### config.mk
export PLATFORM = sky130hd
export DESIGN_NAME = instruction_ram_responder
export DESIGN_NICKNAME = d
export VERILOG_FILES = /design/src/rtl/instruction_ram_responder.sv
export SDC_FILE = /design/constraint.sdc
export NUM_CORES = 1
export LEC_CHECK = 0
export CORE_UTILIZATION = 30
export CTS_CLUSTER_SIZE = 28
export DETAILED_ROUTE_END_ITERATION = 16
export GPL_ROUTABILITY_DRIVEN = 0
export HOLD_SLACK_MARGIN = 0.02
export PLACE_DENSITY = 0.92
export SLEW_MARGIN = 5
export SYNTH_ARGS = -nofsm -noshare
export SYNTH_HDL_FRONTEND = slang
export SYNTH_SLANG_ARGS = --single-unit
### constraint.sdc
create_clock -name clock_i -period 1.6 [get_ports clock_i]
set_input_delay 0.32 -clock clock_i [delete_from_list [all_inputs] [get_ports clock_i]]
set_output_delay 0.32 -clock clock_i [all_outputs]
set_load 0.005 [all_outputs]
### src/rtl/instruction_ram_responder.sv
// Responder for the SRAM-like instruction/data interface: issues accepted requests to a
// single-port synchronous RAM and returns in-order responses after a fixed latency.
module instruction_ram_responder #(
    parameter int ADDRESS_WIDTH   = 14,
    parameter int RESPONSE_DELAY  = 1,
    parameter int MAX_OUTSTANDING = 2
) (
    input  logic                     clock_i,
    input  logic                     reset_ni,
    input  logic                     request_i,
    input  logic                     write_i,
    input  logic [1:0]               size_i,
    input  logic [31:0]              address_i,
    input  logic [31:0]              write_data_i,
    input  logic [3:0]               write_strobe_i,
    input  logic                     stall_i,
    output logic                     address_ready_o,
    output logic                     data_ready_o,
    output logic [31:0]              read_data_o,
    output logic                     ram_enable_o,
    output logic [3:0]               ram_write_enable_o,
    output logic [ADDRESS_WIDTH-1:0] ram_address_o,
    output logic [31:0]              ram_write_data_o,
    input  logic [31:0]              ram_read_data_i
);

    localparam int CW = $clog2(MAX_OUTSTANDING + 1);

    logic [CW-1:0] outstanding_q;
    logic [CW-1:0] outstanding_d;
    logic          s0_valid_q;
    logic          s0_write_q;
    logic          accept;
    logic          resp_valid;

    // Width and byte-offset information is not needed: the strobe alone shapes writes.
    logic unused_bits;
    assign unused_bits = ^{size_i, address_i[31:ADDRESS_WIDTH+2], address_i[1:0]};

    // A response leaving this cycle frees its slot for a same-cycle acceptance.
    assign address_ready_o = reset_ni && request_i && !stall_i &&
                             ((outstanding_q - CW'(resp_valid)) < CW'(MAX_OUTSTANDING));
    assign accept          = request_i && address_ready_o;

    assign ram_enable_o       = accept;
    assign ram_address_o      = address_i[ADDRESS_WIDTH+1:2];
    assign ram_write_data_o   = write_data_i;
    assign ram_write_enable_o = {4{write_i && accept}} & write_strobe_i;

    assign outstanding_d = outstanding_q + CW'(accept) - CW'(resp_valid);

    always_ff @(posedge clock_i or negedge reset_ni) begin
        if (!reset_ni) begin
            outstanding_q <= '0;
            s0_valid_q    <= 1'b0;
            s0_write_q    <= 1'b0;
        end else begin
            outstanding_q <= outstanding_d;
            s0_valid_q    <= accept;
            s0_write_q    <= write_i;
        end
    end

    genvar gi;
    generate
        for (gi = 1; gi <= RESPONSE_DELAY; gi++) begin : g_stage
            logic        valid_q;
            logic [31:0] data_q;
            logic        valid_d;
            logic [31:0] data_d;

            if (gi == 1) begin : g_first
                assign valid_d = s0_valid_q;
                assign data_d  = s0_write_q ? 32'h0 : ram_read_data_i;
            end else begin : g_next
                assign valid_d = g_stage[gi-1].valid_q;
                assign data_d  = g_stage[gi-1].data_q;
            end

            // The last stage doubles as the output register, so it only loads real responses.
            always_ff @(posedge clock_i or negedge reset_ni) begin
                if (!reset_ni) begin
                    valid_q <= 1'b0;
                    data_q  <= '0;
                end else begin
                    valid_q <= valid_d;
                    if ((gi < RESPONSE_DELAY) || valid_d) begin
                        data_q <= data_d;
                    end
                end
            end
        end
    endgenerate

    assign resp_valid   = g_stage[RESPONSE_DELAY].valid_q;
    assign data_ready_o = resp_valid;
    assign read_data_o  = g_stage[RESPONSE_DELAY].data_q;

endmodule
==> insert_results.sql <==
INSERT INTO impl_metrics (metric_group, metric, value, unit) VALUES
('setup_path', 'regToRegSetupSlack', '0', 'ns'),
('die', 'num_rows', '28', ''),
('setup_path', 'launch_instance_of_the_worst_register_to_register_path', 'data_ready_o', ''),
('finish', 'fin_area', '2700', 'um2'),
('power_and_ir_drop', 'switching_share', '27.5', '%'),
('finish', 'final_nets', '357', ''),
('timing', 'final_max_slew_viol_count', '0', ''),
('synthesis', 'synth_warnings', '0', ''),
('drt', 'dr_wl_met3', '325', 'um'),
('power_and_ir_drop', 'clock_power_share', '22.4', '%'),
('synthesis', 'post_synthesis_cell_area', '1940', 'um2'),
('clock_network', 'cts_tree', 'built', ''),
('clock_network', 'cts-root-to-sink-buffers', '2', ''),
('place', 'io_buffer_count', '79', ''),
('drt', 'wire_per_inst', '13.6', 'um'),
('synthesis', 'syn_area_per_cell', '9.43', 'um2'),
('job', 'max_cap_violations', '0', ''),
('clock_network', 'path_clk_slew', '0.07', 'ns'),
('power_and_ir_drop', 'share_comb_of_total_power', '38.8', '%'),
('grt', 'grt_start_max_net_pins', '41', ''),
('drt', 'drt_drc_violations_left', '0', ''),
('synthesis', 'post_synth_most_frequent_cells', 'buf_4, dfrtp_1, inv_1', ''),
('finish', 'syn_to_final_growth', '38.9', '%'),
('timing', 'finClkSkew', '0.00203', 'ns'),
('synthesis', 'flip_flop_cell_with_the_highest_count_after_synthesis', 'dfrtp_1', ''),
('setup_path', 'worstPathMaxFanout', '3', ''),
('grt', 'initial_antenna_violation_count', '0', ''),
('setup_path', 'worst_ep_arrival_time', '1.43', 'ns'),
('die', 'ios', '192', ''),
('timing', 'maxClockFrequency', '571', 'MHz'),
('clock_network', 'clock_sink_count', '37', ''),
('grt', 'grt.total_usage', '13.4', '%'),
('finish', 'antennaDiodeCount', '0', ''),
('timing', 'setup_viol_count_final', '6', ''),
('timing', 'hold_viol_final', '0', ''),
('drt', 'routed_metal_1_wirelength', '1860', 'um'),
('synthesis', 'synth.distinct_cells', '13', ''),
('clock_network', 'cts.htree.levels', '2', ''),
('drt', 'number_of_vias_in_the_routed_layout', '1432', ''),
('clock_network', 'post_cts_hold_buffer_count', '0', ''),
('synthesis', 'synth_top_area_cell', 'dfrtp_1', ''),
('synthesis', 'yosysMostFrequentCell', 'buf_4', ''),
('setup_path', 'worst_r2r_path_depth', '7', ''),
('timing', 'final_period_minus_worst_setup_slack', '1.75', 'ns'),
('timing', 'finalWorstSetupSlack', '-0.151', 'ns'),
('die', 'die_y', '82.5', 'um'),
('synthesis', 'syn_nets', '315', ''),
('timing', 'period_share', '109', '%'),
('run_status', 'run_status', 'complete, but fails checks', ''),
('synthesis', 'syn-instance-count', '206', ''),
('clock_network', 'clock_latency', '0.28', 'ns'),
('drt', 'met2RoutedLength', '2130', 'um'),
('timing', 'worst_pin_slew', '0.467', 'ns'),
('drt', 'dr.max_layer_used', 'met4', ''),
('die', 'coreArea', '6100', 'um2'),
('run_status', 'failed_checks', 'setup timing', ''),
('drt', 'ant_nets_after_route', '0', ''),
('drt', 'avgViaCountPerCell', '4.42', ''),
('die', 'initial_utilization', '31.9', '%'),
('timing', 'final_setup_tns', '-0.710', 'ns'),
('synthesis', 'synth_top_area_share', '47.7', '%'),
('setup_path', 'critPathRequiredTime', '1.28', 'ns'),
('finish', 'final_layout_size_suffix_gt1_share', '14.9', '%'),
('grt', 'grt_overflow', '0', ''),
('setup_path', 'type_of_the_worst_setup_path', 'reg2out', ''),
('timing', 'slew-limit-headroom', '68.8', '%'),
('power_and_ir_drop', 'p_int', '0.00302', 'W'),
('setup_path', 'critical_path.endpoint_type', 'primary output', ''),
('place', 'post-place-ws', '-0.470', 'ns'),
('clock_network', 'cts_made_buffers', '5', ''),
('drt', 'dr_pass1_iterations', '4', '');
-- flip-flops by register name (all words and copies together) (netlist names) --
signal	flops
s0_write_q	1
outstanding_q	2
read_data_o	32
data_ready_o	1
g_stage.valid_d	1
-- power by group through the flow --
stage | registers, W | logic [W] | clock network [W]
after detailed placement | 0.00163 | 0.00153 | 0
after global routing | 0.00167 | 0.00181 | 0.00102
final | 0.00162 | 0.00162 | 0.000936
after floorplan | 0.00164 | 0.000486 | 0
after global placement | 0.00160 | 0.00148 | 0
after CTS | 0.00162 | 0.00164 | 0.000981
-- per-stage QoR --
step / utilization (%) / total power [W] / hold slack, ns / cells
floorplan: - / 0.00213 / 0.0244 / 206
global route: 44.2 / 0.00449 / 0.195 / 324
global placement: 41.0 / 0.00308 / 0.483 / 311
CTS: 44.2 / 0.00425 / 0.171 / 324
detailed placement: 41.0 / 0.00317 / 0.484 / 311
finish: 44.2 / 0.00417 / 0.151 / 324
-- layer usage --
| metal | GRT usage [%] | vias up |
|---|---|---|
| met2 | 22.9 | 65 |
| met5 | 0 | - |
| li1 | - | 684 |
| met3 | 4.51 | 18 |
| met4 | 6.49 | 0 |
| met1 | 14.9 | 665 |
-- cell families after synthesis --
kind of cell,share of synthesized area [%]
buffers and inverters,26.5
adders and majority gates,1.29
DFF,47.7
AOI/OAI and AO/OA,8.25
and+or+nand+nor,14.9
xor gates and xnor gates,1.29
-- how the worst max path moves through the flow --
| stage | start | endpoint | slack (ns) | cells past startpoint |
|---|---|---|---|---|
| 6_report | data_ready_o | ram_write_enable_o[3] | -0.15 | 5 |
| 3_5_place_dp | stall_i | ram_write_enable_o[3] | -0.47 | 4 |
| 4_1_cts | data_ready_o | ram_write_enable_o[3] | -0.17 | 5 |
| 3_3_place_gp | stall_i | ram_write_enable_o[1] | -0.40 | 4 |
| 5_1_grt | data_ready_o | ram_write_enable_o[2] | -0.20 | 5 |
| 2_1_floorplan | data_ready_o | outstanding_q[1] | 0.09 | 5 |
-- repair_timing --
| action | CTS | global route |
|---|---|---|
| resized for setup | 38 | 0 |
| pin swaps | 7 | 0 |
| hold endpoints to repair | 0 | 0 |
| endpoints found under the setup margin | 8 | 7 |
| setup buffers | 5 | 0 |
-- critical path, cell delays in order, from the launching register on --
cell and delay, ns:
dfrtp_1 0.41, ha_4 0.19, xor2_4 0.19, buf_6 0.13, nor3_2 0.10, buf_2 0.14
-- cell type report --
class | count | area (um2)
fillers | 560 | 3400
multi-input cells | 79 | 552
clock buffers | 5 | 68.8
well taps | 75 | 93.8
flip-flops and latches | 37 | 927
repair buffers | 91 | 862
inverters | 34 | 128
clock inverters | 3 | 65.1
-- cells in the final DEF (no fill, tap or decap) --
cell,netlist,layout
buf_12,0,1
buf_2,4,7
buf_4,46,10
buf_6,0,2
bufinv_16,0,2
clkbuf_8,0,5
clkdlybuf4s50_1,0,70
clkinv_2,0,1
dfrtp_1,37,36
dfrtp_2,0,1
dlygate4sd2_1,0,1
ha_1,2,1
ha_4,0,1
inv_1,34,33
inv_2,0,1
nand2_1,4,4
nand3b_1,33,33
nor2_1,2,1
nor2_4,0,1
nor3_2,0,4
o21ai_0,32,32
xor2_1,1,1
xor2_4,0,1
No activity file was read; power rests on OpenSTA's default activity.
